<file path="config.mk">
export PLATFORM = sky130hd
export DESIGN_NAME = regfile_wr_arbiter
export DESIGN_NICKNAME = d
export VERILOG_FILES = /design/src/rtl/regfile_wr_arbiter_pkg.sv /design/src/rtl/regfile_wr_arbiter_rr_arbiter.sv /design/src/rtl/regfile_wr_arbiter.sv
export SDC_FILE = /design/constraint.sdc
export NUM_CORES = 1
export LEC_CHECK = 0
export ABC_AREA = 1
export BUFFER_PORTS_ARGS = -buffer_cell sky130_fd_sc_hd__buf_2
export CAP_MARGIN = 30
export CORE_MARGIN = 10
export CORE_UTILIZATION = 40
export DETAILED_ROUTE_END_ITERATION = 12
export PLACE_DENSITY = 0.72
export SLEW_MARGIN = 30
export SYNTH_ARGS = -nofsm -noshare
export SYNTH_HDL_FRONTEND = slang
export SYNTH_SLANG_ARGS = --single-unit
</file>
<file path="constraint.sdc">
create_clock -name clk -period 3.05 [get_ports clk]
set_clock_uncertainty 0.05 [all_clocks]
set_input_delay 0.1525 -clock clk [delete_from_list [all_inputs] [get_ports clk]]
set_output_delay 0.1525 -clock clk [all_outputs]
set_load 0.03 [all_outputs]
</file>
<file path="src/rtl/regfile_wr_arbiter_pkg.sv">
`default_nettype none
// ============================================================================
// regfile_wr_arbiter_pkg : shared types and helpers for the regfile write arbiter
// Revision 1.0
// ============================================================================
package regfile_wr_arbiter_pkg;

    typedef enum logic [0:0] {
        CLEAR = 1'b0,
        RUN   = 1'b1
    } state_t;

    localparam int ADDR_W_DEF = 5;
    localparam int DEPTH_DEF  = 32;

    // Width needed to hold 0..val-1; never returns less than 1.
    function automatic int clog2(input int val);
        int res;
        int rem;
        res = 0;
        rem = val - 1;
        while (rem > 0) begin
            res++;
            rem = rem >> 1;
        end
        return (res == 0) ? 1 : res;
    endfunction

endpackage
`default_nettype wire

</file>
<file path="src/rtl/regfile_wr_arbiter_rr_arbiter.sv">
`default_nettype none
// ============================================================================
// regfile_wr_arbiter_rr_arbiter : combinational round-robin grant from ptr
// Revision 1.0
// ============================================================================
module regfile_wr_arbiter_rr_arbiter #(
    parameter int NUM_REQ = 3,
    parameter int PTR_W   = 2
) (
    input  logic [NUM_REQ-1:0] req,
    input  logic [PTR_W-1:0]   ptr,
    output logic [NUM_REQ-1:0] grant,
    output logic [PTR_W-1:0]   grant_idx
);

    logic found;
    int   idx;

    always_comb begin
        grant     = '0;
        grant_idx = '0;
        found     = 1'b0;
        idx       = 0;
        for (int k = 0; k < NUM_REQ; k++) begin
            idx = int'(ptr) + k;
            if (idx >= NUM_REQ) begin
                idx = idx - NUM_REQ;
            end
            if (!found && req[idx]) begin
                found      = 1'b1;
                grant[idx] = 1'b1;
                grant_idx  = PTR_W'(idx);
            end
        end
    end

endmodule
`default_nettype wire

</file>
<file path="src/rtl/regfile_wr_arbiter.sv">
`default_nettype none
// ============================================================================
// regfile_wr_arbiter : clears the regfile after reset, then round-robin shares
//                      its single write port between NUM_REQ writeback sources
// Revision 1.0
// ============================================================================
module regfile_wr_arbiter
    import regfile_wr_arbiter_pkg::*;
#(
    parameter int BIT_SIZE     = 32,
    parameter int ADDR_W       = ADDR_W_DEF,
    parameter int DEPTH        = DEPTH_DEF,
    parameter int NUM_REQ      = 3,
    parameter bit ZERO_PROTECT = 1'b1
) (
    input  logic                         clk,
    input  logic                         rst,
    input  logic [NUM_REQ-1:0]           req_valid,
    input  logic [NUM_REQ*ADDR_W-1:0]    req_addr,
    input  logic [NUM_REQ*BIT_SIZE-1:0]  req_data,
    output logic [NUM_REQ-1:0]           req_ready,
    output logic                         RegWrite,
    output logic [ADDR_W-1:0]            Write_addr,
    output logic [BIT_SIZE-1:0]          Write_data,
    output logic                         init_busy
);

    localparam int PTR_W = clog2(NUM_REQ);
    localparam int CNT_W = clog2(DEPTH);

    state_t              state, state_next;
    logic [CNT_W-1:0]    clr_cnt, clr_cnt_next;
    logic [PTR_W-1:0]    rr_ptr, rr_ptr_next;
    logic [NUM_REQ-1:0]  grant;
    logic [PTR_W-1:0]    grant_idx;
    logic [ADDR_W-1:0]   sel_addr, addr_next;
    logic [BIT_SIZE-1:0] sel_data, data_next;
    logic                wr_next, busy_next, transfer;

    regfile_wr_arbiter_rr_arbiter #(
        .NUM_REQ (NUM_REQ),
        .PTR_W   (PTR_W)
    ) u_rr_arbiter (
        .req       (req_valid),
        .ptr       (rr_ptr),
        .grant     (grant),
        .grant_idx (grant_idx)
    );

    // Requests are held off (not dropped) until the clear sequence finishes.
    assign req_ready = (state == RUN) ? grant : '0;
    assign transfer  = |req_ready;

    always_comb begin
        sel_addr = '0;
        sel_data = '0;
        for (int i = 0; i < NUM_REQ; i++) begin
            if (grant[i]) begin
                sel_addr = req_addr[i*ADDR_W +: ADDR_W];
                sel_data = req_data[i*BIT_SIZE +: BIT_SIZE];
            end
        end
    end

    always_comb begin
        state_next   = state;
        clr_cnt_next = clr_cnt;
        rr_ptr_next  = rr_ptr;
        wr_next      = 1'b0;
        addr_next    = Write_addr;
        data_next    = Write_data;
        busy_next    = init_busy;
        case (state)
            CLEAR: begin
                wr_next   = 1'b1;
                addr_next = ADDR_W'(clr_cnt);
                data_next = '0;
                if (clr_cnt == CNT_W'(DEPTH - 1)) begin
                    state_next   = RUN;
                    busy_next    = 1'b0;
                    clr_cnt_next = '0;
                end else begin
                    clr_cnt_next = clr_cnt + CNT_W'(1);
                end
            end
            RUN: begin
                busy_next = 1'b0;
                if (transfer) begin
                    // Writes to address 0 still complete the handshake.
                    wr_next     = !(ZERO_PROTECT && (sel_addr == '0));
                    addr_next   = sel_addr;
                    data_next   = sel_data;
                    rr_ptr_next = (grant_idx == PTR_W'(NUM_REQ - 1)) ? '0
                                                                      : grant_idx + PTR_W'(1);
                end
            end
            default: begin
                state_next   = CLEAR;
                clr_cnt_next = '0;
                rr_ptr_next  = '0;
                busy_next    = 1'b1;
            end
        endcase
    end

    always_ff @(posedge clk) begin
        if (!rst) begin
            state      <= CLEAR;
            clr_cnt    <= '0;
            rr_ptr     <= '0;
            RegWrite   <= 1'b0;
            Write_addr <= '0;
            Write_data <= '0;
            init_busy  <= 1'b1;
        end else begin
            state      <= state_next;
            clr_cnt    <= clr_cnt_next;
            rr_ptr     <= rr_ptr_next;
            RegWrite   <= wr_next;
            Write_addr <= addr_next;
            Write_data <= data_next;
            init_busy  <= busy_next;
        end
    end

endmodule
`default_nettype wire
</file>
-- Word level (Yosys, flattened, before mapping)
Index checks and enable logic that the tools add are counted.
- register bits after elaboration: 47
- input bits: 116
- output and inout port bits: 42
- word-level logic and storage cells: 86
- add/subtract/negate cells: 7
- order comparisons: 9
- equality and inequality tests: 4
- mux-type cells: 45
- bitwise gates (word level): 3
- reductions and logical operators: 11
- operator list (kind ; number):
    32-bit 2-to-1 mux ; 7
    32-bit by 1-bit >= comparator with 1-bit output (second input constant) ; 3
    32-bit by 4-bit < comparator with 1-bit output (second input constant) ; 3
    32-bit by 3-bit >= comparator with 1-bit output (second input constant) ; 2
    32-bit case mux with 2 select lines ; 1
    32-bit by 3-bit subtractor with 32-bit output (second input constant) ; 2
    5-bit 2-to-1 mux ; 5
    1-bit 2-to-1 mux ; 15
    3-bit 2-to-1 mux ; 4
    5-bit case mux with 2 select lines ; 1
    2-bit 2-to-1 mux ; 4
    1-bit binary-select mux with 2-bit select ; 3
    1-bit demux with 2-bit select ; 3
    3-bit bitwise OR ; 2
    5-bit by 1-bit adder with 5-bit output (second input constant) ; 1
    5-bit equality test (second input constant) ; 1
    1-bit logical AND ; 5
    5-bit zero test ; 1
    1-bit case mux with 2 select lines ; 2
    2-bit by 1-bit adder with 3-bit output (second input constant) ; 1
    2-bit by 2-bit adder with 3-bit output (second input constant) ; 1
    1-bit zero test ; 3
    3-bit OR reduction ; 1
    2-bit by 2-bit subtractor with 3-bit output (second input constant) ; 1
    other kinds (7) ; 7

-- Logic depth before layout (Yosys ltp)
Gate-level depths: netlist (run 1).
- depth in word-level cells: 19
- depth in mapped cells: 19
- depth with buffers taken out: 19

-- Modules after synthesis
A second synthesis (run 1) with hierarchy kept.
- cells, all modules: 431
- area total of the unflattened synthesis: 2840.2 sq um
- by module, submodules not included (module ; instances ; cells an instance ; area an instance (sq um) ; seq. area each (sq um)):
    regfile_wr_arbiter ; 1 ; 369 ; 2523.7 ; 940.9
    regfile_wr_arbiter_rr_arbiter ; 1 ; 62 ; 316.6 ; 0.0

-- Worst setup path before layout (run 1)
OpenSTA, ideal clock, no wires.
- path kind: flip-flop to flip-flop
- start: reg rr_ptr[0]
- end: reg RegWrite
- library setup time: 0.133 ns
- data arrival time: 1.958 ns
- required time: 2.867 ns
- setup slack: 0.909 ns
- stages on the path, launching flop included: 16
- path buffers: 0
- period minus slack after synthesis: 2.141 ns
- path through: dfxtp_1 > inv_1 > ha_1 > inv_2 > nand2_1 > nand3_2 > nand2_4 > nor2_4 > nand3_1 > nand2_2 > inv_4 > or2_2 > nand2_1 > nand2_1 > nor2_1 > nor2_1
- word-level cells in the longest chain between the ends: 19
- elaborated cells on any way between the ends: 55
- classes of those cells: add/sub (5); order compare (9); mux (29); bitwise (2); reduce/logical (10)
- ends and longest elaborated chain (element ; line ; RTL):
    start, declared ; regfile_wr_arbiter.sv:33 ; logic [PTR_W-1:0] rr_ptr, rr_ptr_next;
    start signal, assigned ; regfile_wr_arbiter.sv:118 ; rr_ptr <= rr_ptr_next;
    parallel branches: the longest is 11 deep, another holds 32-bit by 3-bit subtractor with 32-bit output ; -- ;
    3-bit 2-to-1 mux * ; regfile_wr_arbiter_rr_arbiter.sv:29 ; if (!found && req[idx]) begin
    5-bit 2-to-1 mux (3 in a row) ; regfile_wr_arbiter.sv:58 ; if (grant[i]) begin
    5-bit zero test ; regfile_wr_arbiter.sv:90 ; wr_next = !(ZERO_PROTECT && (sel_addr == '0));
    1-bit zero test ; regfile_wr_arbiter.sv:90 ;
    1-bit 2-to-1 mux * ; regfile_wr_arbiter.sv:88 ; if (transfer) begin
    1-bit case mux with 2 select lines * ; regfile_wr_arbiter.sv:73 ; case (state)
    end signal, assigned ; regfile_wr_arbiter.sv:119 ; RegWrite <= wr_next;
    end, declared ; regfile_wr_arbiter.sv:22 ; output logic RegWrite,
Every way passes the cells marked *. The select of a mux whose other input is x is not followed.
A chain may end at the register's enable or synchronous reset.

-- Worst setup path in the final report (run 1)
- start: reg rr_ptr[0]
- end: reg Write_data[6]
- word-level cells in the longest chain between the ends: 17
- elaborated cells on any way between the ends: 54
- classes of those cells: add/sub (5); order compare (9); eq/ne (1); mux (29); bitwise (2); reduce/logical (8)
- ends and longest elaborated chain (element ; line ; RTL):
    parallel branches: the longest is 11 deep, another holds 32-bit by 3-bit subtractor with 32-bit output ; -- ;
    3-bit 2-to-1 mux * ; regfile_wr_arbiter_rr_arbiter.sv:29 ;
    32-bit 2-to-1 mux (3 in a row) ; regfile_wr_arbiter.sv:58 ;
    32-bit 2-to-1 mux ; regfile_wr_arbiter.sv:88 ;
    32-bit case mux with 2 select lines ; regfile_wr_arbiter.sv:73 ;
    end signal, assigned ; regfile_wr_arbiter.sv:121 ; Write_data <= data_next;
    end, declared ; regfile_wr_arbiter.sv:24 ; output logic [BIT_SIZE-1:0] Write_data,
Marks and branches as above.

==> flow_summary.html, run 1 <==
<table>
<tr><th>Metric</th><th>Value</th></tr>
<tr><th colspan="2">Clock network</th></tr>
<tr><td>Quantity of gates resized following cts</td><td>0</td></tr>
<tr><td># clock sinks</td><td>47</td></tr>
<tr><td>Number of hold-repair buffers added at the cts stage</td><td>0</td></tr>
<tr><td>Clock latency on the worst-skew pair</td><td>0.30 ns</td></tr>
<tr><td>Clock tree from TritonCTS</td><td>done</td></tr>
<tr><td>Clock H-tree levels</td><td>2</td></tr>
<tr><td>Clk root buf</td><td>sky130_fd_sc_hd__clkbuf_8</td></tr>
<tr><td>Setup fix buffers added after clock tree synthesis</td><td>0</td></tr>
<tr><td>Number of buffers on the longest clock path</td><td>2</td></tr>
<tr><td>Number of buffers added by the clock tree synthesis step</td><td>5</td></tr>
<tr><td>Reg clk slew, reported paths</td><td>0.09 ns</td></tr>
<tr><th colspan="2">Pwr</th></tr>
<tr><td>Sw Share</td><td>29.5%</td></tr>
<tr><td>Power per unit of standard cell area</td><td>323 nW/um2</td></tr>
<tr><td>Leakage power figure</td><td>1.93 nW</td></tr>
<tr><td>VDD IR-drop max</td><td>0.000184 V</td></tr>
<tr><td>Portion of total power attributed to sequential cells</td><td>49.4%</td></tr>
<tr><td>Clock power share</td><td>28.8%</td></tr>
<tr><td>Psw</td><td>372 uW</td></tr>
<tr><td>Internal power</td><td>891 uW</td></tr>
<tr><td>Fraction of power consumed by combinational cells</td><td>21.7%</td></tr>
<tr><th colspan="2">Drt</th></tr>
<tr><td>Routed length per instance</td><td>15.5 um</td></tr>
<tr><td>Antenna Nets Post-Route</td><td>0</td></tr>
<tr><td>Total via count after detailed routing</td><td>3363</td></tr>
<tr><td>Routed wire length</td><td>10300 um</td></tr>
<tr><td>Total iterations of the first detailed-routing run</td><td>4</td></tr>
<tr><td>DRC violation count after routing</td><td>0</td></tr>
<tr><td>Vias per inst</td><td>5.04</td></tr>
<tr><td>Initial detailed-routing violation count</td><td>267</td></tr>
<tr><th colspan="2">Worst setup path</th></tr>
<tr><td>Required time of the critical path</td><td>3.17 ns</td></tr>
<tr><td>Startpoint type of the worst setup path</td><td>register</td></tr>
<tr><td>Kind of end point of the critical path</td><td>register</td></tr>
<tr><td>Arrival time at the worst endpoint</td><td>2.93 ns</td></tr>
<tr><td>CP max FO</td><td>24</td></tr>
<tr><td>Crit path kind</td><td>reg -&gt; reg</td></tr>
<tr><th colspan="2">STA</th></tr>
<tr><td>Relative max-transition margin</td><td>57.7%</td></tr>
<tr><td>Transition time at the pin with the least slew margin</td><td>0.631 ns</td></tr>
<tr><td>Worst Hold Slack</td><td>0.0708 ns</td></tr>
<tr><td>RSZ-0062 raised after global routing</td><td>false</td></tr>
<tr><td>Count of pins over their slew limit</td><td>0</td></tr>
<tr><td>Period minus WS final</td><td>2.81 ns</td></tr>
<tr><td>Final Hold Vio Count</td><td>0</td></tr>
<tr><td>Setup-violating endpoint count in the final report</td><td>0</td></tr>
<tr><td>Setup_tns</td><td>0 ns</td></tr>
<tr><td>Period utilisation layout</td><td>92.1%</td></tr>
<tr><td>Max Freq</td><td>356 MHz</td></tr>
<tr><th colspan="2">Layout</th></tr>
<tr><td>ANT cells</td><td>0</td></tr>
<tr><td>Sequential cell area in the final layout</td><td>941 um2</td></tr>
<tr><td>Final-stage net count</td><td>689</td></tr>
<tr><td>Layout Area Growth over Synthesis</td><td>27.7%</td></tr>
<tr><td>Area of the multi-input gates</td><td>1780 um2</td></tr>
<tr><td>Final std cells w/o fill</td><td>667</td></tr>
<tr><td>Final-layout fill cell count</td><td>742</td></tr>
<tr><td>Fraction of final layout cells with drive strength greater than 1</td><td>41.7%</td></tr>
<tr><th colspan="2">Global routing</th></tr>
<tr><td>GRT Residual Overflow</td><td>0</td></tr>
<tr><td>Overall track demand over capacity in global routing</td><td>17.1%</td></tr>
<tr><td>Global-route wire length before repair</td><td>16500 um</td></tr>
<tr><td>Via count of the first global-routing pass</td><td>3468</td></tr>
<tr><td>Pin count of the biggest net entering global routing</td><td>39</td></tr>
<tr><td>Initial antenna violation count</td><td>0</td></tr>
<tr><th colspan="2">Synth</th></tr>
<tr><td>Sequential area share after synthesis</td><td>30.7%</td></tr>
<tr><td>Synthesized netlist net count</td><td>542</td></tr>
<tr><td>Seq cells post-synth</td><td>47</td></tr>
<tr><td>Avg Cell Area, Syn</td><td>7.30 um2</td></tr>
<tr><td>Syn Std Cell Area</td><td>3070 um2</td></tr>
<tr><td>Post-synthesis cell count</td><td>420</td></tr>
<tr><td>Number of warnings issued by yosys</td><td>0</td></tr>
<tr><td>Post-synth cell types</td><td>32</td></tr>
<tr><th colspan="2">Floorplanning</th></tr>
<tr><td>Effective utilization at floorplan</td><td>41.6%</td></tr>
<tr><td>Die width</td><td>108 um</td></tr>
<tr><td>Core outline area</td><td>7370 um2</td></tr>
<tr><td>Overall die height</td><td>108 um</td></tr>
<tr><td>IO Count</td><td>158</td></tr>
<tr><td>Die Area</td><td>11600 um2</td></tr>
<tr><td>Row count</td><td>31</td></tr>
<tr><th colspan="2">Placement</th></tr>
<tr><td>Count of input and output buffers</td><td>157</td></tr>
<tr><td>Final HPWL DP</td><td>8130 um</td></tr>
<tr><td>Gp weighted congestion</td><td>0.818</td></tr>
<tr><td>Count of placed standard cells including taps</td><td>659</td></tr>
<tr><th colspan="2">Flow run</th></tr>
<tr><td>Number of maximum-capacitance constraint violations</td><td>0</td></tr>
<tr><th colspan="2">Min path</th></tr>
<tr><td>Worst hold path class</td><td>in -&gt; reg</td></tr>
<tr><th colspan="2">Outcome</th></tr>
<tr><td>Run status</td><td>finished, final reports clean</td></tr>
</table>
[layer usage]
| metal | vias up | track usage [%] | routed length (um) |
|---|---|---|---|
| met4 | 0 | 3.72 | 135 |
| met1 | 1533 | 19.1 | 4270 |
| li1 | 1703 | - | - |
| met5 | - | 0 | 0 |
| met3 | 12 | 5.45 | 800 |
| met2 | 115 | 30.7 | 5110 |
[cells in the mapped netlist (all sizes together)]
| library cell | n | area (um2) |
|---|---|---|
| nor3 | 6 | 30.0 |
| nand2 | 140 | 568 |
| nand3 | 18 | 105 |
| clkbuf | 4 | 15.0 |
| nor2 | 18 | 82.6 |
| inv | 28 | 108 |
| a21oi | 79 | 470 |
| o211ai | 33 | 348 |
| or2 | 2 | 12.5 |
| a31oi | 3 | 18.8 |
| a211oi | 2 | 15.0 |
| o21ai | 7 | 38.8 |
| ha | 6 | 75.1 |
| dfxtp | 47 | 941 |
| nand4 | 2 | 18.8 |
| buf | 22 | 208 |
| clkinv | 3 | 12.5 |
[registers in the layout (all words and copies together), names as in the netlist]
name,cells
RegWrite,1
Write_addr,5
Write_data,32
clr_cnt,5
init_busy,1
rr_ptr,2
state,1
[layout make-up]
type,instances,area share (%)
clock inverters,1,0.128
flip-flops and latches,47,24.0
repair buffers,166,22.1
inverters,31,3.07
multi-input cells,316,45.5
clock buffers,7,1.95
well taps,99,3.16
[cells by family (layout without fill, tap and decap cells)]
| kind of cell | Yosys count | in the layout | synth area share, % |
|---|---|---|---|
| DFF | 47 | 47 | 30.7 |
| buffers and inverters | 57 | 205 | 11.2 |
| AOI/OAI and AO/OA | 124 | 124 | 29.0 |
| and+or+nand+nor | 186 | 186 | 26.6 |
| adders and majority gates | 6 | 6 | 2.45 |
[stage by stage]
step	util (%)	power, mW	setup WS, ns	cell area (um2)
after global placement	52.0	0.904	0.420	3830
final	53.1	1.26	0.241	3920
after global routing	53.1	1.33	0.00767	3920
after CTS	53.1	1.27	0.256	3920
after detailed placement	52.0	0.912	0.275	3830
after floorplan	-	0.806	0.909	3070
[power by group through the flow]
| stage | Combinational, mW | Clock [mW] | Sequential [mW] |
|---|---|---|---|
| 2_1_floorplan | 0.162 | 0 | 0.643 |
| 3_5_place_dp | 0.273 | 0 | 0.639 |
| 5_1_grt | 0.309 | 0.395 | 0.625 |
| 6_report | 0.275 | 0.364 | 0.624 |
| 3_3_place_gp | 0.265 | 0 | 0.639 |
| 4_1_cts | 0.274 | 0.373 | 0.624 |
[placed cells by master (no fill, tap or decap), drive strengths merged, types with 4 or more instances in the layout]
master / count
a21oi: 79
buf: 166
clkbuf: 7
clkinv: 4
dfxtp: 47
ha: 6
inv: 28
nand2: 140
nand3: 18
nor2: 18
nor3: 6
o211ai: 33
o21ai: 7
[worst max-delay path: stages (launching register included)]
cell                       delay, ns
sky130_fd_sc_hd__dfxtp_1        0.39
sky130_fd_sc_hd__inv_1          0.08
sky130_fd_sc_hd__ha_1           0.39
sky130_fd_sc_hd__inv_2          0.10
sky130_fd_sc_hd__nand2_1        0.06
sky130_fd_sc_hd__nand3_2        0.08
sky130_fd_sc_hd__nand2_4        0.07
sky130_fd_sc_hd__nor2_4         0.12
sky130_fd_sc_hd__nand3_1        0.13
sky130_fd_sc_hd__nand2_4        0.29
sky130_fd_sc_hd__inv_2          0.11
sky130_fd_sc_hd__nand4_2        0.12
sky130_fd_sc_hd__clkinv_2       0.24
sky130_fd_sc_hd__buf_4          0.30
sky130_fd_sc_hd__nand2_1        0.10
sky130_fd_sc_hd__a21oi_2        0.06
[worst paths after layout]
| check | from | endpoint | slack (ns) | cells past startpoint |
|---|---|---|---|---|
| max | rr_ptr[0] | Write_data[6] | 0.24 | 15 |
| min | rst | clr_cnt[4] | 0.07 | 3 |
| max reg2reg | rr_ptr[0] | Write_data[6] | 0.24 | 15 |
| min reg2reg | Write_data[20] | Write_data[20] | 0.42 | 2 |
(Power assumes the default switching activity.)
==> inputs of run 2 (changes only) <==
Settings changed: CORE_MARGIN 10 to 3.
==> flow_summary.html, run 2 (synthesis results as in run 1) <==
<table>
<tr><th>Metric</th><th>Value</th></tr>
<tr><th colspan="2">Outcome</th></tr>
<tr><td>Run status</td><td>finished, final reports clean</td></tr>
<tr><th colspan="2">Layout</th></tr>
<tr><td>Final-stage net count</td><td>688</td></tr>
<tr><td>Most frequent cells in the layout</td><td>sky130_fd_sc_hd__buf_2, sky130_fd_sc_hd__nand2_1, sky130_fd_sc_hd__a21oi_1</td></tr>
<tr><td>Layout Area Growth over Synthesis</td><td>27.9%</td></tr>
<tr><td>Final std cells w/o fill</td><td>666</td></tr>
<tr><td>Final-layout fill cell count</td><td>729</td></tr>
<tr><td>Number of flip-flops in the largest register</td><td>32</td></tr>
<tr><td>ANT cells</td><td>0</td></tr>
<tr><td>Register name with the most flops</td><td>Write_data</td></tr>
<tr><td>Largest registers in the final layout</td><td>Write_data: 32 flops, Write_addr: 5 flops, clr_cnt: 5 flops</td></tr>
<tr><td>Leading cell type in the layout, fill and taps excluded</td><td>sky130_fd_sc_hd__buf_2</td></tr>
<tr><td>Fraction of final layout cells with drive strength greater than 1</td><td>41.8%</td></tr>
<tr><td>Final core utilization</td><td>53.5%</td></tr>
<tr><th colspan="2">Clock network</th></tr>
<tr><td>Clk root buf</td><td>sky130_fd_sc_hd__clkbuf_8</td></tr>
<tr><td>Number of hold-repair buffers added at the cts stage</td><td>0</td></tr>
<tr><td>Clock tree from TritonCTS</td><td>done</td></tr>
<tr><td>Number of buffers on the longest clock path</td><td>2</td></tr>
<tr><td>Clock latency on the worst-skew pair</td><td>0.30 ns</td></tr>
<tr><td># clock sinks</td><td>47</td></tr>
<tr><td>Clock H-tree levels</td><td>2</td></tr>
<tr><td>Reg clk slew, reported paths</td><td>0.09 ns</td></tr>
<tr><td>Number of buffers added by the clock tree synthesis step</td><td>5</td></tr>
<tr><td>Quantity of gates resized following cts</td><td>0</td></tr>
<tr><td>Setup fix buffers added after clock tree synthesis</td><td>0</td></tr>
<tr><th colspan="2">Global routing</th></tr>
<tr><td>Via count of the first global-routing pass</td><td>3182</td></tr>
<tr><td>Global-route wire length before repair</td><td>14400 um</td></tr>
<tr><td>Pin count of the biggest net entering global routing</td><td>39</td></tr>
<tr><td>Overall track demand over capacity in global routing</td><td>20.3%</td></tr>
<tr><td>GRT Residual Overflow</td><td>0</td></tr>
<tr><td>Initial antenna violation count</td><td>0</td></tr>
<tr><th colspan="2">STA</th></tr>
<tr><td>Count of pins over their slew limit</td><td>0</td></tr>
<tr><td>Setup-violating endpoint count in the final report</td><td>0</td></tr>
<tr><td>RSZ-0062 raised after global routing</td><td>false</td></tr>
<tr><td>Final Hold Vio Count</td><td>0</td></tr>
<tr><td>Period minus WS final</td><td>2.77 ns</td></tr>
<tr><td>Transition time at the pin with the least slew margin</td><td>0.806 ns</td></tr>
<tr><td>Max Freq</td><td>361 MHz</td></tr>
<tr><td>Relative max-transition margin</td><td>45.9%</td></tr>
<tr><td>Period utilisation layout</td><td>90.8%</td></tr>
<tr><td>Post-route setup slack</td><td>0.281 ns</td></tr>
<tr><td>Setup_tns</td><td>0 ns</td></tr>
<tr><th colspan="2">Floorplanning</th></tr>
<tr><td>Overall die height</td><td>93.6 um</td></tr>
<tr><td>IO Count</td><td>158</td></tr>
<tr><td>Die Area</td><td>8750 um2</td></tr>
<tr><td>Row count</td><td>31</td></tr>
<tr><td>Core outline area</td><td>7330 um2</td></tr>
<tr><td>Die width</td><td>93.6 um</td></tr>
<tr><td>Effective utilization at floorplan</td><td>41.8%</td></tr>
<tr><th colspan="2">Placement</th></tr>
<tr><td>Dpl ws</td><td>0.321 ns</td></tr>
<tr><td>Count of input and output buffers</td><td>157</td></tr>
<tr><td>Final HPWL DP</td><td>6980 um</td></tr>
<tr><td>Count of placed standard cells including taps</td><td>658</td></tr>
<tr><td>Gp weighted congestion</td><td>0.864</td></tr>
<tr><th colspan="2">Worst setup path</th></tr>
<tr><td>Crit path kind</td><td>reg -&gt; out</td></tr>
<tr><td>Startpoint type of the worst setup path</td><td>register</td></tr>
<tr><td>Top delay family on crit path</td><td>buffers and inverters</td></tr>
<tr><td>Required time of the critical path</td><td>2.85 ns</td></tr>
<tr><td>Crit-path cells</td><td>inv_1, ha_1, inv_2, nand2_1, nand3_2, nand2_4, nor2_4, nand3_1, nand2_2, buf_4, nand2_4, inv_1, buf_2</td></tr>
<tr><td>Reg-to-Reg Start</td><td>rr_ptr[0]</td></tr>
<tr><td>Stage delay of the slowest cell on the critical path</td><td>0.39 ns</td></tr>
<tr><td>Arrival time at the worst endpoint</td><td>2.57 ns</td></tr>
<tr><td>CP max FO</td><td>24</td></tr>
<tr><td>Cell at the slowest stage of the critical path</td><td>sky130_fd_sc_hd__dfxtp_1</td></tr>
<tr><td>Cells on worst reg2reg path</td><td>15</td></tr>
<tr><td>Kind of end point of the critical path</td><td>primary output</td></tr>
<tr><td>R2R setup slack</td><td>0.32 ns</td></tr>
<tr><td>Worst reg2reg path endpoint</td><td>RegWrite</td></tr>
<tr><td>Sum of buffers and inverters on the critical path</td><td>5</td></tr>
<tr><th colspan="2">Drt</th></tr>
<tr><td>Routed length per instance</td><td>13.9 um</td></tr>
<tr><td>Total iterations of the first detailed-routing run</td><td>4</td></tr>
<tr><td>DRC violation count after routing</td><td>0</td></tr>
<tr><td>Vias per inst</td><td>5.06</td></tr>
<tr><td>Total via count after detailed routing</td><td>3370</td></tr>
<tr><td>Routed wire length</td><td>9230 um</td></tr>
<tr><td>Antenna Nets Post-Route</td><td>0</td></tr>
<tr><td>Initial detailed-routing violation count</td><td>167</td></tr>
<tr><th colspan="2">Pwr</th></tr>
<tr><td>Sw Share</td><td>29.7%</td></tr>
<tr><td>Psw</td><td>377 uW</td></tr>
<tr><td>Portion of total power attributed to sequential cells</td><td>49.3%</td></tr>
<tr><td>Clock power share</td><td>29.0%</td></tr>
<tr><td>Power per unit of standard cell area</td><td>323 nW/um2</td></tr>
<tr><td>VDD IR-drop max</td><td>0.000248 V</td></tr>
<tr><td>Leakage power figure</td><td>1.93 nW</td></tr>
<tr><td>Fraction of power consumed by combinational cells</td><td>21.8%</td></tr>
<tr><td>Internal power</td><td>892 uW</td></tr>
<tr><th colspan="2">Min path</th></tr>
<tr><td>Worst hold path class</td><td>in -&gt; reg</td></tr>
<tr><td>HP Start</td><td>rst</td></tr>
<tr><td>Worst Hold Path Cells</td><td>3</td></tr>
<tr><td>Worst Hold Path EP</td><td>clr_cnt[4]</td></tr>
<tr><th colspan="2">Flow run</th></tr>
<tr><td>Number of maximum-capacitance constraint violations</td><td>0</td></tr>
</table>
## run 2: changes by cell type in the layout (fill, tap and decap cells not counted)
cell,delta
sky130_fd_sc_hd__clkinvlp_4,+1
sky130_fd_sc_hd__buf_12,+1
sky130_fd_sc_hd__buf_4,-2
sky130_fd_sc_hd__clkbuf_1,-1
## run 2: layout make-up
cell class	count	area, um2	share of cell area (%)
Multi-Input combinational cell	316	1780	45.4
Sequential cell	47	941	24.0
Clock inverter	2	12.5	0.319
Timing Repair Buffer	165	871	22.2
Tap cell	99	124	3.16
Inverter	31	120	3.06
Clock buffer	6	72.6	1.85
## run 2: power groups by stage
stage / Clock (mW) / Sequential [mW] / Combinational (mW)
finish: 0.368 / 0.625 / 0.276
global route: 0.404 / 0.626 / 0.311
CTS: 0.384 / 0.625 / 0.276
detailed placement: 0 / 0.639 / 0.275
global placement: 0 / 0.639 / 0.270
floorplan: 0 / 0.643 / 0.162
## run 2: through the flow
stage,power (mW),instance area (um2),hold slack (ns)
after floorplan,0.806,3070,0.238
after global placement,0.908,3840,0.378
after detailed placement,0.914,3840,0.381
after CTS,1.29,3920,0.0627
after global routing,1.34,3920,0.0744
final,1.27,3920,0.0762
## run 2: tightest hold or removal path, cell delays in order
cell                      delay (ns)
sky130_fd_sc_hd__buf_2          0.12
sky130_fd_sc_hd__o21ai_0        0.07
sky130_fd_sc_hd__nor2_1         0.04
## run 2: routing by layer
metal / GRT usage [%] / share of wire [%]
met5: 0 / 0
met4: 6.38 / 1.5
met3: 3.94 / 7.4
met2: 34.9 / 49
met1: 25.5 / 42
## run 2: how the worst max path moves through the flow
stage,slack (ns),end,startpoint,cells past startpoint
2_1_floorplan,0.91,RegWrite,rr_ptr[0],15
3_3_place_gp,0.44,Write_data[9],rr_ptr[0],15
3_5_place_dp,0.32,Write_data[10],rr_ptr[0],15
4_1_cts,0.29,Write_data[10],rr_ptr[0],15
5_1_grt,0.11,Write_data[11],rr_ptr[0],15
6_report,0.28,req_ready[2],rr_ptr[0],13
==> inputs of run 3 (changes only) <==
Settings changed: CTS_BUF_LIST from default to sky130_fd_sc_hd__clkbuf_2 sky130_fd_sc_hd__clkbuf_4 sky130_fd_sc_hd__clkbuf_8.
==> flow_summary.html, run 3 (synthesis results as in run 1) <==
<table>
<tr><th>Metric</th><th>Value</th></tr>
<tr><th colspan="2">Global routing</th></tr>
<tr><td>Global routing met1 resource utilization</td><td>25.5%</td></tr>
<tr><td>Met3 layer usage reported by global route</td><td>3.94%</td></tr>
<tr><td>GRT Residual Overflow</td><td>0</td></tr>
<tr><td>Global-route wire length before repair</td><td>14400 um</td></tr>
<tr><td>Initial antenna violation count</td><td>0</td></tr>
<tr><td>Global-route met2 utilization</td><td>34.9%</td></tr>
<tr><td>Pin count of the biggest net entering global routing</td><td>39</td></tr>
<tr><td>Most Used Layer, Global Route</td><td>met2</td></tr>
<tr><td>Overall track demand over capacity in global routing</td><td>20.3%</td></tr>
<tr><td>Via count of the first global-routing pass</td><td>3182</td></tr>
<tr><th colspan="2">Clock network</th></tr>
<tr><td>Reg clk slew, reported paths</td><td>0.09 ns</td></tr>
<tr><td>Clock tree from TritonCTS</td><td>done</td></tr>
<tr><td>Clk root buf</td><td>sky130_fd_sc_hd__clkbuf_8</td></tr>
<tr><td>Number of hold-repair buffers added at the cts stage</td><td>0</td></tr>
<tr><td>Clock latency on the worst-skew pair</td><td>0.30 ns</td></tr>
<tr><td>Number of buffers added by the clock tree synthesis step</td><td>5</td></tr>
<tr><td>Clock H-tree levels</td><td>2</td></tr>
<tr><td>Setup fix buffers added after clock tree synthesis</td><td>0</td></tr>
<tr><td>Number of buffers on the longest clock path</td><td>2</td></tr>
<tr><td>Quantity of gates resized following cts</td><td>0</td></tr>
<tr><td># clock sinks</td><td>47</td></tr>
<tr><th colspan="2">Flow run</th></tr>
<tr><td>Number of maximum-capacitance constraint violations</td><td>0</td></tr>
<tr><th colspan="2">STA</th></tr>
<tr><td>RSZ-0062 raised after global routing</td><td>false</td></tr>
<tr><td>Period utilisation layout</td><td>90.8%</td></tr>
<tr><td>Relative max-transition margin</td><td>45.9%</td></tr>
<tr><td>Period minus WS final</td><td>2.77 ns</td></tr>
<tr><td>Transition time at the pin with the least slew margin</td><td>0.806 ns</td></tr>
<tr><td>Setup-violating endpoint count in the final report</td><td>0</td></tr>
<tr><td>Max Freq</td><td>361 MHz</td></tr>
<tr><td>Setup_tns</td><td>0 ns</td></tr>
<tr><td>Final Hold Vio Count</td><td>0</td></tr>
<tr><td>Worst Hold Slack</td><td>0.0762 ns</td></tr>
<tr><td>Count of pins over their slew limit</td><td>0</td></tr>
<tr><th colspan="2">Floorplanning</th></tr>
<tr><td>Overall die height</td><td>93.6 um</td></tr>
<tr><td>IO Count</td><td>158</td></tr>
<tr><td>Effective utilization at floorplan</td><td>41.8%</td></tr>
<tr><td>Row count</td><td>31</td></tr>
<tr><td>Die width</td><td>93.6 um</td></tr>
<tr><td>Die Area</td><td>8750 um2</td></tr>
<tr><td>Core outline area</td><td>7330 um2</td></tr>
<tr><th colspan="2">Placement</th></tr>
<tr><td>Gp weighted congestion</td><td>0.864</td></tr>
<tr><td>Final HPWL DP</td><td>6980 um</td></tr>
<tr><td>Count of input and output buffers</td><td>157</td></tr>
<tr><td>Total placed instance area</td><td>3840 um2</td></tr>
<tr><th colspan="2">Worst setup path</th></tr>
<tr><td>Top delay family on crit path</td><td>buffers and inverters</td></tr>
<tr><td>Cell at the slowest stage of the critical path</td><td>sky130_fd_sc_hd__dfxtp_1</td></tr>
<tr><td>Crit-path cells</td><td>inv_1, ha_1, inv_2, nand2_1, nand3_2, nand2_4, nor2_4, nand3_1, nand2_2, buf_4, nand2_4, inv_1, buf_2</td></tr>
<tr><td>CP max FO</td><td>24</td></tr>
<tr><td>Arrival time at the worst endpoint</td><td>2.57 ns</td></tr>
<tr><td>Crit path kind</td><td>reg -&gt; out</td></tr>
<tr><td>Startpoint type of the worst setup path</td><td>register</td></tr>
<tr><td>Kind of end point of the critical path</td><td>primary output</td></tr>
<tr><td>Required time of the critical path</td><td>2.85 ns</td></tr>
<tr><td>Sum of buffers and inverters on the critical path</td><td>5</td></tr>
<tr><td>Stage delay of the slowest cell on the critical path</td><td>0.39 ns</td></tr>
<tr><th colspan="2">Layout</th></tr>
<tr><td>Final-stage net count</td><td>688</td></tr>
<tr><td>Leading cell type in the layout, fill and taps excluded</td><td>sky130_fd_sc_hd__buf_2</td></tr>
<tr><td>ANT cells</td><td>0</td></tr>
<tr><td>Most frequent cells in the layout</td><td>sky130_fd_sc_hd__buf_2, sky130_fd_sc_hd__nand2_1, sky130_fd_sc_hd__a21oi_1</td></tr>
<tr><td>Final-layout fill cell count</td><td>727</td></tr>
<tr><td>Register name with the most flops</td><td>Write_data</td></tr>
<tr><td>Post-route cell area</td><td>3930 um2</td></tr>
<tr><td>Fraction of final layout cells with drive strength greater than 1</td><td>42.0%</td></tr>
<tr><td>Layout Area Growth over Synthesis</td><td>28.1%</td></tr>
<tr><td>Number of flip-flops in the largest register</td><td>32</td></tr>
<tr><td>Largest registers in the final layout</td><td>Write_data: 32 flops, Write_addr: 5 flops, clr_cnt: 5 flops</td></tr>
<tr><th colspan="2">Drt</th></tr>
<tr><td>Antenna Nets Post-Route</td><td>0</td></tr>
<tr><td>Initial detailed-routing violation count</td><td>167</td></tr>
<tr><td>Vias per inst</td><td>5.06</td></tr>
<tr><td>Total iterations of the first detailed-routing run</td><td>4</td></tr>
<tr><td>Routed length per instance</td><td>13.9 um</td></tr>
<tr><td>Routed wire length</td><td>9230 um</td></tr>
<tr><td>Total via count after detailed routing</td><td>3370</td></tr>
<tr><td>DRC violation count after routing</td><td>0</td></tr>
<tr><th colspan="2">Pwr</th></tr>
<tr><td>Leakage power figure</td><td>1.93 nW</td></tr>
<tr><td>Power per unit of standard cell area</td><td>325 nW/um2</td></tr>
<tr><td>VDD IR-drop max</td><td>0.000248 V</td></tr>
<tr><th colspan="2">Outcome</th></tr>
<tr><td>Run status</td><td>finished, final reports clean</td></tr>
<tr><th colspan="2">Min path</th></tr>
<tr><td>Worst hold path class</td><td>in -&gt; reg</td></tr>
</table>
run 3: cell types whose count changed in the layout (fill, tap and decap cells not counted):
cell                       previous run  this run
sky130_fd_sc_hd__clkbuf_4             0         1
sky130_fd_sc_hd__clkbuf_1             1         0
run 3: worst paths after layout:
path	from	to	slack, ns	cells after the start
worst max-delay path	rr_ptr[0]	req_ready[2]	0.28	13
worst min-delay path	rst	clr_cnt[4]	0.08	3
worst max register to register	rr_ptr[0]	RegWrite	0.32	15
worst min register to register	Write_data[19]	Write_data[19]	0.42	2
run 3: power by group:
| group | internal, mW | switching [mW] |
|---|---|---|
| clock network | 0.169 | 0.207 |
| logic | 0.112 | 0.164 |
| registers | 0.619 | 0.00542 |
run 3: layout make-up:
class,instances,area (um2),area share [%]
well taps,99,124,3.15
clock inverters,2,12.5,0.319
inverters,31,120,3.06
multi-input cells,316,1780,45.4
flip-flops and latches,47,941,24.0
clock buffers,6,76.3,1.94
repair buffers,165,871,22.2
run 3: worst register-to-register path, cell delays in order (launching register included):
cell	delay, ns
sky130_fd_sc_hd__dfxtp_1	0.39
sky130_fd_sc_hd__inv_1	0.08
sky130_fd_sc_hd__ha_1	0.38
sky130_fd_sc_hd__inv_2	0.10
sky130_fd_sc_hd__nand2_1	0.07
sky130_fd_sc_hd__nand3_2	0.07
sky130_fd_sc_hd__nand2_4	0.07
sky130_fd_sc_hd__nor2_4	0.11
sky130_fd_sc_hd__nand3_1	0.12
sky130_fd_sc_hd__nand2_4	0.24
sky130_fd_sc_hd__buf_4	0.32
sky130_fd_sc_hd__a21oi_1	0.12
sky130_fd_sc_hd__a21oi_1	0.20
sky130_fd_sc_hd__nand3_1	0.11
sky130_fd_sc_hd__nor2_1	0.13
sky130_fd_sc_hd__nor2_1	0.05
run 3: metal layers:
| layer | up-vias | routed length, um |
|---|---|---|
| li1 | 1701 | - |
| met2 | 132 | 4560 |
| met4 | 0 | 143 |
| met5 | - | 0 |
| met1 | 1523 | 3840 |
| met3 | 14 | 684 |
run 3: metrics by stage:
stage | worst slack, ns | instances | util, % | power (mW)
finish | 0.280 | 666 | 53.6 | 1.28
global route | 0.110 | 666 | 53.6 | 1.35
CTS | 0.292 | 666 | 53.6 | 1.29
detailed placement | 0.321 | 658 | 52.4 | 0.914
global placement | 0.440 | 658 | 52.4 | 0.908
floorplan | 0.909 | 420 | - | 0.806
